File: config.mk
export PLATFORM = sky130hd
export DESIGN_NAME = pipelined_prefix_adder
export DESIGN_NICKNAME = d
export VERILOG_FILES = /design/src/rtl/prefix_pkg.sv /design/src/rtl/prefix_cell.sv /design/src/rtl/pipelined_prefix_adder.sv
export SDC_FILE = /design/constraint.sdc
export NUM_CORES = 1
export LEC_CHECK = 0
export ABC_CLOCK_PERIOD_IN_PS = 1700
export CAP_MARGIN = 40
export CELL_PAD_IN_SITES_DETAIL_PLACEMENT = 1
export CELL_PAD_IN_SITES_GLOBAL_PLACEMENT = 1
export CORE_UTILIZATION = 46
export DETAILED_ROUTE_END_ITERATION = 7
export MAX_ROUTING_LAYER = met4
export PLACE_DENSITY = 0.87
export SLEW_MARGIN = 20
export SYNTH_ARGS = -nofsm -noshare
export SYNTH_HDL_FRONTEND = slang
export SYNTH_SLANG_ARGS = --single-unit
File: constraint.sdc
create_clock -name clk -period 1.7 [get_ports clk]
set_clock_uncertainty 0.15 [all_clocks]
set_input_delay 0.34 -clock clk [delete_from_list [all_inputs] [get_ports clk]]
set_output_delay 0.34 -clock clk [all_outputs]
set_load 0.01 [all_outputs]
File: src/rtl/prefix_pkg.sv
// prefix_pkg: shared generate/propagate type, width limit and prefix combine operator
package prefix_pkg;
  localparam int MAX_WIDTH = 64;
  typedef struct packed {
    logic g;
    logic p;
  } gp_t;
  function automatic gp_t gp_combine(gp_t hi, gp_t lo);
    return '{g: hi.g | (hi.p & lo.g), p: hi.p & lo.p};
  endfunction
endpackage

File: src/rtl/prefix_cell.sv
// prefix_cell: Kogge-Stone black cell merging a higher and a lower (g,p) group
module prefix_cell
  import prefix_pkg::*;
(
  input  gp_t hi,
  input  gp_t lo,
  output gp_t res
);
  assign res = gp_combine(hi, lo);
endmodule

File: src/rtl/pipelined_prefix_adder.sv
// pipelined_prefix_adder: registered Kogge-Stone adder with valid/ready stall; PREFIX_ADDER_SUB_EN adds in_sub (a - b)
module pipelined_prefix_adder
  import prefix_pkg::*;
#(
  parameter int WIDTH = 16
) (
  input  logic             clk,
  input  logic             reset,
  input  logic             in_valid,
  output logic             in_ready,
  input  logic [WIDTH-1:0] a,
  input  logic [WIDTH-1:0] b,
  input  logic             cin,
`ifdef PREFIX_ADDER_SUB_EN
  input  logic             in_sub,
`endif
  output logic             out_valid,
  input  logic             out_ready,
  output logic [WIDTH-1:0] sum,
  output logic             cout,
  output logic             overflow
);
  localparam int LEVELS = $clog2(WIDTH);
  localparam int LAT = LEVELS + 1;

  if (WIDTH < 4 || WIDTH > MAX_WIDTH || (WIDTH & (WIDTH - 1)) != 0) begin : g_bad_width
    $error("pipelined_prefix_adder: WIDTH must be a power of two in 4..64");
  end

  logic [WIDTH-1:0] beff;
  logic             ceff;
`ifdef PREFIX_ADDER_SUB_EN
  assign beff = in_sub ? ~b : b;
  assign ceff = cin ^ in_sub;
`else
  assign beff = b;
  assign ceff = cin;
`endif

  // Stage k holds the (g,p) of positions 0..WIDTH; position 0 is bit -1 carrying the carry-in.
  gp_t  [WIDTH:0]   gp_d [LAT];
  gp_t  [WIDTH:0]   gp_q [LAT];
  logic [WIDTH-1:0] x_q  [LAT];
  logic [LAT-1:0]   v_q, am_q, bm_q;

  assign gp_d[0][0] = '{g: ceff, p: 1'b0};
  for (genvar i = 0; i < WIDTH; i++) begin : g_bit
    assign gp_d[0][i+1] = '{g: a[i] & beff[i], p: a[i] ^ beff[i]};
  end

  for (genvar k = 1; k <= LEVELS; k++) begin : g_lvl
    for (genvar j = 0; j <= WIDTH; j++) begin : g_pos
      if (j >= (1 << (k - 1))) begin : g_cell
        prefix_cell u_cell (
          .hi (gp_q[k-1][j]),
          .lo (gp_q[k-1][j-(1<<(k-1))]),
          .res(gp_d[k][j])
        );
      end else begin : g_pass
        assign gp_d[k][j] = gp_q[k-1][j];
      end
    end
  end

  // After LEVELS levels every position below WIDTH already reaches bit -1; the top
  // position still lacks it, so each group is closed against position 0 (a no-op for
  // the complete ones, including position 0 combined with itself).
  logic [WIDTH:0]   carry;
  logic [WIDTH-1:0] sum_d;
  for (genvar j = 0; j <= WIDTH; j++) begin : g_close
    assign carry[j] = gp_q[LEVELS][j].g | (gp_q[LEVELS][j].p & gp_q[LEVELS][0].g);
  end
  assign sum_d = x_q[LEVELS] ^ carry[WIDTH-1:0];

  assign in_ready = ~(out_valid & ~out_ready);

  // Advance the whole pipe, bubbles included, unless the result is being held back
  always_ff @(posedge clk or negedge reset)
    if (!reset) begin
      v_q       <= '0;
      am_q      <= '0;
      bm_q      <= '0;
      out_valid <= 1'b0;
      sum       <= '0;
      cout      <= 1'b0;
      overflow  <= 1'b0;
      for (int k = 0; k < LAT; k++) begin
        gp_q[k] <= '0;
        x_q[k]  <= '0;
      end
    end else if (in_ready) begin
      v_q       <= {v_q[LAT-2:0], in_valid};
      am_q      <= {am_q[LAT-2:0], a[WIDTH-1]};
      bm_q      <= {bm_q[LAT-2:0], beff[WIDTH-1]};
      x_q[0]    <= a ^ beff;
      out_valid <= v_q[LAT-1];
      sum       <= sum_d;
      cout      <= carry[WIDTH];
      overflow  <= (am_q[LAT-1] == bm_q[LAT-1]) & (sum_d[WIDTH-1] != am_q[LAT-1]);
      for (int k = 0; k < LAT; k++) gp_q[k] <= gp_d[k];
      for (int k = 1; k < LAT; k++) x_q[k] <= x_q[k-1];
    end
endmodule
## Word-level counts from Yosys, hierarchy flattened

Cells that the tools add are included.

| cells by class | value |
|---|---|
| eq/ne operators | 2 |
| bitwise gates (word level) | 184 |

Operators by type and width:

| kind | count |
|---|---|
| $and 1x1->1 | 110 |
| $or 1x1->1 | 54 |
| $xor 16x16->16 | 2 |
| $xor 1x1->1 | 16 |
| $not 1->1 | 2 |
| $eq 1x1->1 | 1 |
| $ne 1x1->1 | 1 |

| word-level totals | value |
|---|---|
| bits in registers | 253 |
| output and inout port bits | 20 |

## Logic depth before layout (Yosys ltp)

Gate-level depths: netlist of the first run.

| depth | value |
|---|---|
| depth in word-level cells | 3 |
| gate-level depth with buffers | 7 |
| mapped depth without buffers | 4 |

## By module

From an unflattened synthesis of the first run, not the netlist that was laid out.

| unflattened totals | value |
|---|---|
| cell total of the unflattened synthesis | 1251 |
| area, all modules | 11061.9 µm² |

By module, submodules not included:

| module | area each (µm²) | cells each | sequential area each (µm²) | times used |
|---|---|---|---|---|
| pipelined_prefix_adder | 10266.1 | 1145 | 6581.3 | 1 |
| prefix_cell | 15.0 | 2 | 0.0 | 53 |

## Worst setup path after synthesis of the first run

No wires, ideal clock.

| path | value |
|---|---|
| kind | flip-flop to flip-flop |
| start | reg out_valid |
| end | reg gp_q[100] in the netlist's numbering |
| stages on the path, launching flop included | 8 |
| arrival time | 1.165 ns |
| required time | 1.434 ns |
| clock period less this slack | 1.432 ns |
| slack | 0.268 ns |
| path buffers | 4 |
| cell sequence | dfrtp_1 -> nor2b_4 -> buf_6 -> buf_6 -> buf_4 -> buf_4 -> nand2_1 -> nand2_1 |

| between the ends | value |
|---|---|
| cells in the longest elaborated chain, start to end | 1 |

RTL lines:

| what | RTL line | source |
|---|---|---|
| start, declared | pipelined_prefix_adder.sv:17 | `output logic out_valid,` |
| start signal, assigned | pipelined_prefix_adder.sv:96 | `out_valid <= v_q[LAT-1];` |
| $and 1x1->1 | pipelined_prefix_adder.sv:75 | `assign in_ready = ~(out_valid & ~out_ready);` |
| end signal, assigned by index | pipelined_prefix_adder.sv:88 | `gp_q[k] <= '0;` |
| end, declared | pipelined_prefix_adder.sv:42 | `gp_t [WIDTH:0] gp_q [LAT];` |

Every way passes these cells.
A chain may end at the register's enable or synchronous reset.

## Final worst setup path of the first run

| path | value |
|---|---|
| start | reg out_valid |
| end | out in_ready |

| between the ends | value |
|---|---|
| cells in the longest elaborated chain, start to end | 2 |

RTL lines:

| what | RTL line | source |
|---|---|---|
| $and 1x1->1 | pipelined_prefix_adder.sv:75 |  |
| $not 1->1 | pipelined_prefix_adder.sv:75 |  |
| end, declared | pipelined_prefix_adder.sv:10 | `output logic in_ready,` |

Every way passes these cells.

==> results.py, run 1 <==
metrics = {
    "status": {
        "status": "finished, violations left",
        "failed_checks": "negative setup slack",
    },
    "sta": {
        "worst_pin_slew_ns": 0.463,
        "fin_tns_setup_ns": -0.0500,
        "rsz0062_at_grt": "yes",
        "finalHoldViolCount": 0,
        "setup_slack_ns": -0.0393,
        "drv_slew": 0,
        "post-route-period-util_pct": 102,
        "fmax_mhz": 575,
        "layout_min_cycle_time_ns": 1.74,
        "relSlewSlack_pct": 69.1,
        "final-setup-viol-count": 2,
    },
    "clock_network": {
        "clock-sinks": 237,
        "h-tree-depth": 1,
        "clk_pin_slew_ns": 0.06,
        "cts_tree": "done",
        "root_buffer": "clkbuf_16",
        "cts_buffers": 25,
        "clock_path_buffers": 3,
        "clk_latency_ns": 0.52,
    },
    "drt": {
        "drcViolationCount": 0,
        "wirelength_um": 24900,
        "wl_per_cell_um": 18.1,
        "vias_per_cell": 5.31,
        "dr.pass1.iters": 8,
        "ant_nets": 0,
        "drt_first_iter_violations": 425,
        "dr_total_vias": 7321,
    },
    "power": {
        "p_comb_share_pct": 26.4,
        "seqPwrFrac_pct": 47.6,
        "power.internal_mw": 13.2,
        "powerDensity_mw_per_mm2": 1790,
        "p_sw_share_pct": 35.3,
        "leakagePower_nw": 5.75,
        "vdd_drop_max_mv": 0.831,
        "p_sw_mw": 7.21,
        "pwr-share-clk_pct": 26.0,
    },
    "placement": {
        "gp_congestion": 0.774,
        "pre_cts_ws_ns": -0.263,
        "dp_hpwl_um": 16300,
        "dp_cells": 1331,
        "io_buffers": 56,
    },
    "synthesis": {
        "yosysUniqueCellTypes": 17,
        "yosys_warnings": 0,
        "synth_area_mm2": 0.00946,
        "syn_avg_cell_area_um2": 9.30,
        "synth-seq-area-share_pct": 62.7,
        "netlist_instances": 1017,
        "ys_seq_elements": 237,
        "synth_nets": 1070,
    },
    "global_routing": {
        "first_global_vias": 7891,
        "grtUsageTotal_pct": 24.6,
        "antenna_found_initial": 0,
        "grt-ovfl-total": 0,
        "grt_pass1_wl_um": 40300,
        "grt_max_degree": 61,
    },
    "cells_and_area": {
        "layout-drive-gt1-share_pct": 7.75,
        "diodes": 0,
        "stdcell_count": 1380,
        "syn_to_final_growth_pct": 20.6,
        "fin_nets": 1146,
    },
    "setup_path": {
        "critPathCaptureType": "output port",
        "crit_fanout": 3,
        "critPathRequiredTime_ns": 1.21,
        "critPathBufInv": 2,
        "critical_path.top_delay_family": "flip-flops",
        "critical_path_class": "reg2out",
        "r2r_slack_ns": 0.08,
        "r2r_cells": 7,
        "cp.arrival_ns": 1.25,
        "r2r_end": "gp_q[76]",
        "start_kind": "register",
        "slowest_delay_ns": 0.35,
        "cp_slowest_cell": "dfrtp_1",
        "reg2reg_from": "out_valid",
        "path_cells": "nor2b_4 > inv_6 > buf_6",
    },
    "floorplanning": {
        "dieHeight_um": 145,
        "coreArea_mm2": 0.0202,
        "start_util_pct": 46.9,
        "num_rows": 52,
        "die_area_mm2": 0.0211,
        "ios": 57,
        "die_w_um": 145,
    },
    "worst_hold_path": {
        "hold_path_class": "in2async",
    },
    "job": {
        "drv_cap": 0,
    },
}
==> metal layers <==
layer  vias to the layer above  track usage [%]  wire [um]  part of all wire (%)
met5                         -                -          0                     0
met4                         0             9.53        966                   3.9
met3                        75             2.92        878                   3.5
met2                       178             43.7      13100                    52
met1                      3672             28.5      10000                    40
li1                       3396                -          -                     -
==> worst reg2reg max path: stages, from the launching register on <==
cell	delay (ns)
dfrtp_1	0.35
nor2b_4	0.20
inv_6	0.07
buf_4	0.19
buf_12	0.17
buf_12	0.16
nand3_1	0.11
nand2_1	0.10
==> through the flow <==
stage | area, um^2 | hold slack (ns) | total power [mW] | utilization, %
after floorplan | 9460 | -0.106 | 12.5 | -
after global placement | 10500 | 0.156 | 14.5 | 52.2
after detailed placement | 10500 | 0.148 | 15.0 | 52.2
after CTS | 11300 | 0.195 | 20.4 | 56.2
after global routing | 11400 | 0.232 | 21.7 | 56.5
final | 11400 | 0.189 | 20.4 | 56.5
==> state kept, by name, summed over array words and instances (netlist names) <==
name / flops
gp_q: 109
x_q: 79
sum: 16
gp_d: 15
am_q: 5
bm_q: 5
v_q: 5
cout: 1
out_valid: 1
overflow: 1
==> worst max path at each step <==
stage	from	end	slack [ns]	cells after the start
after floorplan	out_valid	gp_q[100]	0.27	7
after global placement	out_ready	gp_q[117]	-0.21	5
after detailed placement	out_ready	gp_q[101]	-0.26	5
after CTS	out_valid	in_ready	-0.16	4
after global routing	out_valid	in_ready	-0.08	3
final	out_valid	in_ready	-0.04	3
==> logic make-up after synthesis <==
family	count (synthesis)	synth area share, %
compound gates	124	6.56
buf+inv	53	3.73
simple gates	571	23.4
fa+ha+maj	16	2.12
xor+xnor	16	1.48
flops	237	62.7
==> cell usage in the layout (no fill, tap or decap), types with 11 or more instances in the layout <==
cell	synthesis	final
nand3_1	39	39
o21ai_0	69	69
clkdlybuf4s50_1	0	35
nand2_1	527	527
buf_4	9	23
buf_12	0	16
clkbuf_16	0	27
xnor2_1	16	16
dlygate4sd2_1	0	11
ha_1	16	16
a21oi_1	55	55
dfrtp_1	237	237
==> cell usage after synthesis (all sizes together) <==
| cell | count | area, um^2 |
|---|---|---|
| a21oi | 55 | 275 |
| buf | 45 | 323 |
| clkbuf | 7 | 26.3 |
| dfrtp | 237 | 5930 |
| ha | 16 | 200 |
| inv | 1 | 3.75 |
| nand2 | 527 | 1980 |
| nand2b | 1 | 6.26 |
| nand3 | 39 | 195 |
| nand4 | 1 | 6.26 |
| nor2 | 1 | 3.75 |
| nor2b | 1 | 13.8 |
| o21ai | 69 | 345 |
| or4 | 1 | 7.51 |
| xnor2 | 16 | 140 |
==> power by group through the flow <==
stage / Combinational, mW / Clock [mW] / Sequential, mW
floorplan: 3.30 / 0 / 9.17
global placement: 4.93 / 0 / 9.53
detailed placement: 5.32 / 0 / 9.72
CTS: 5.32 / 5.37 / 9.67
global route: 6.09 / 5.59 / 9.98
finish: 5.41 / 5.30 / 9.73
==> layout make-up <==
cell class              count  area [um^2]
clock buffers              37          731
clock inverters             7         63.8
fillers                  2258         8770
inverters                   1         8.76
multi-input cells         727         3170
flip-flops and latches    237         5930
well taps                 270          338
repair buffers            101         1160
==> timing repair <==
item                       CTS  global route
setup buffers                2             1
hold endpoints to repair   182             0
pin swaps                    0             0
hold buffers                 1             0
gates cloned                 0             2
resized for setup           23            10
setup endpoints to repair   20            19
No activity file was read; power rests on OpenSTA's default activity.
==> run 2, diff against run 1 <==
- GPL_ROUTABILITY_DRIVEN: not set -> 0
==> results of run 2 <==
Final layout, timing and power as in run 1 (identical DEF).
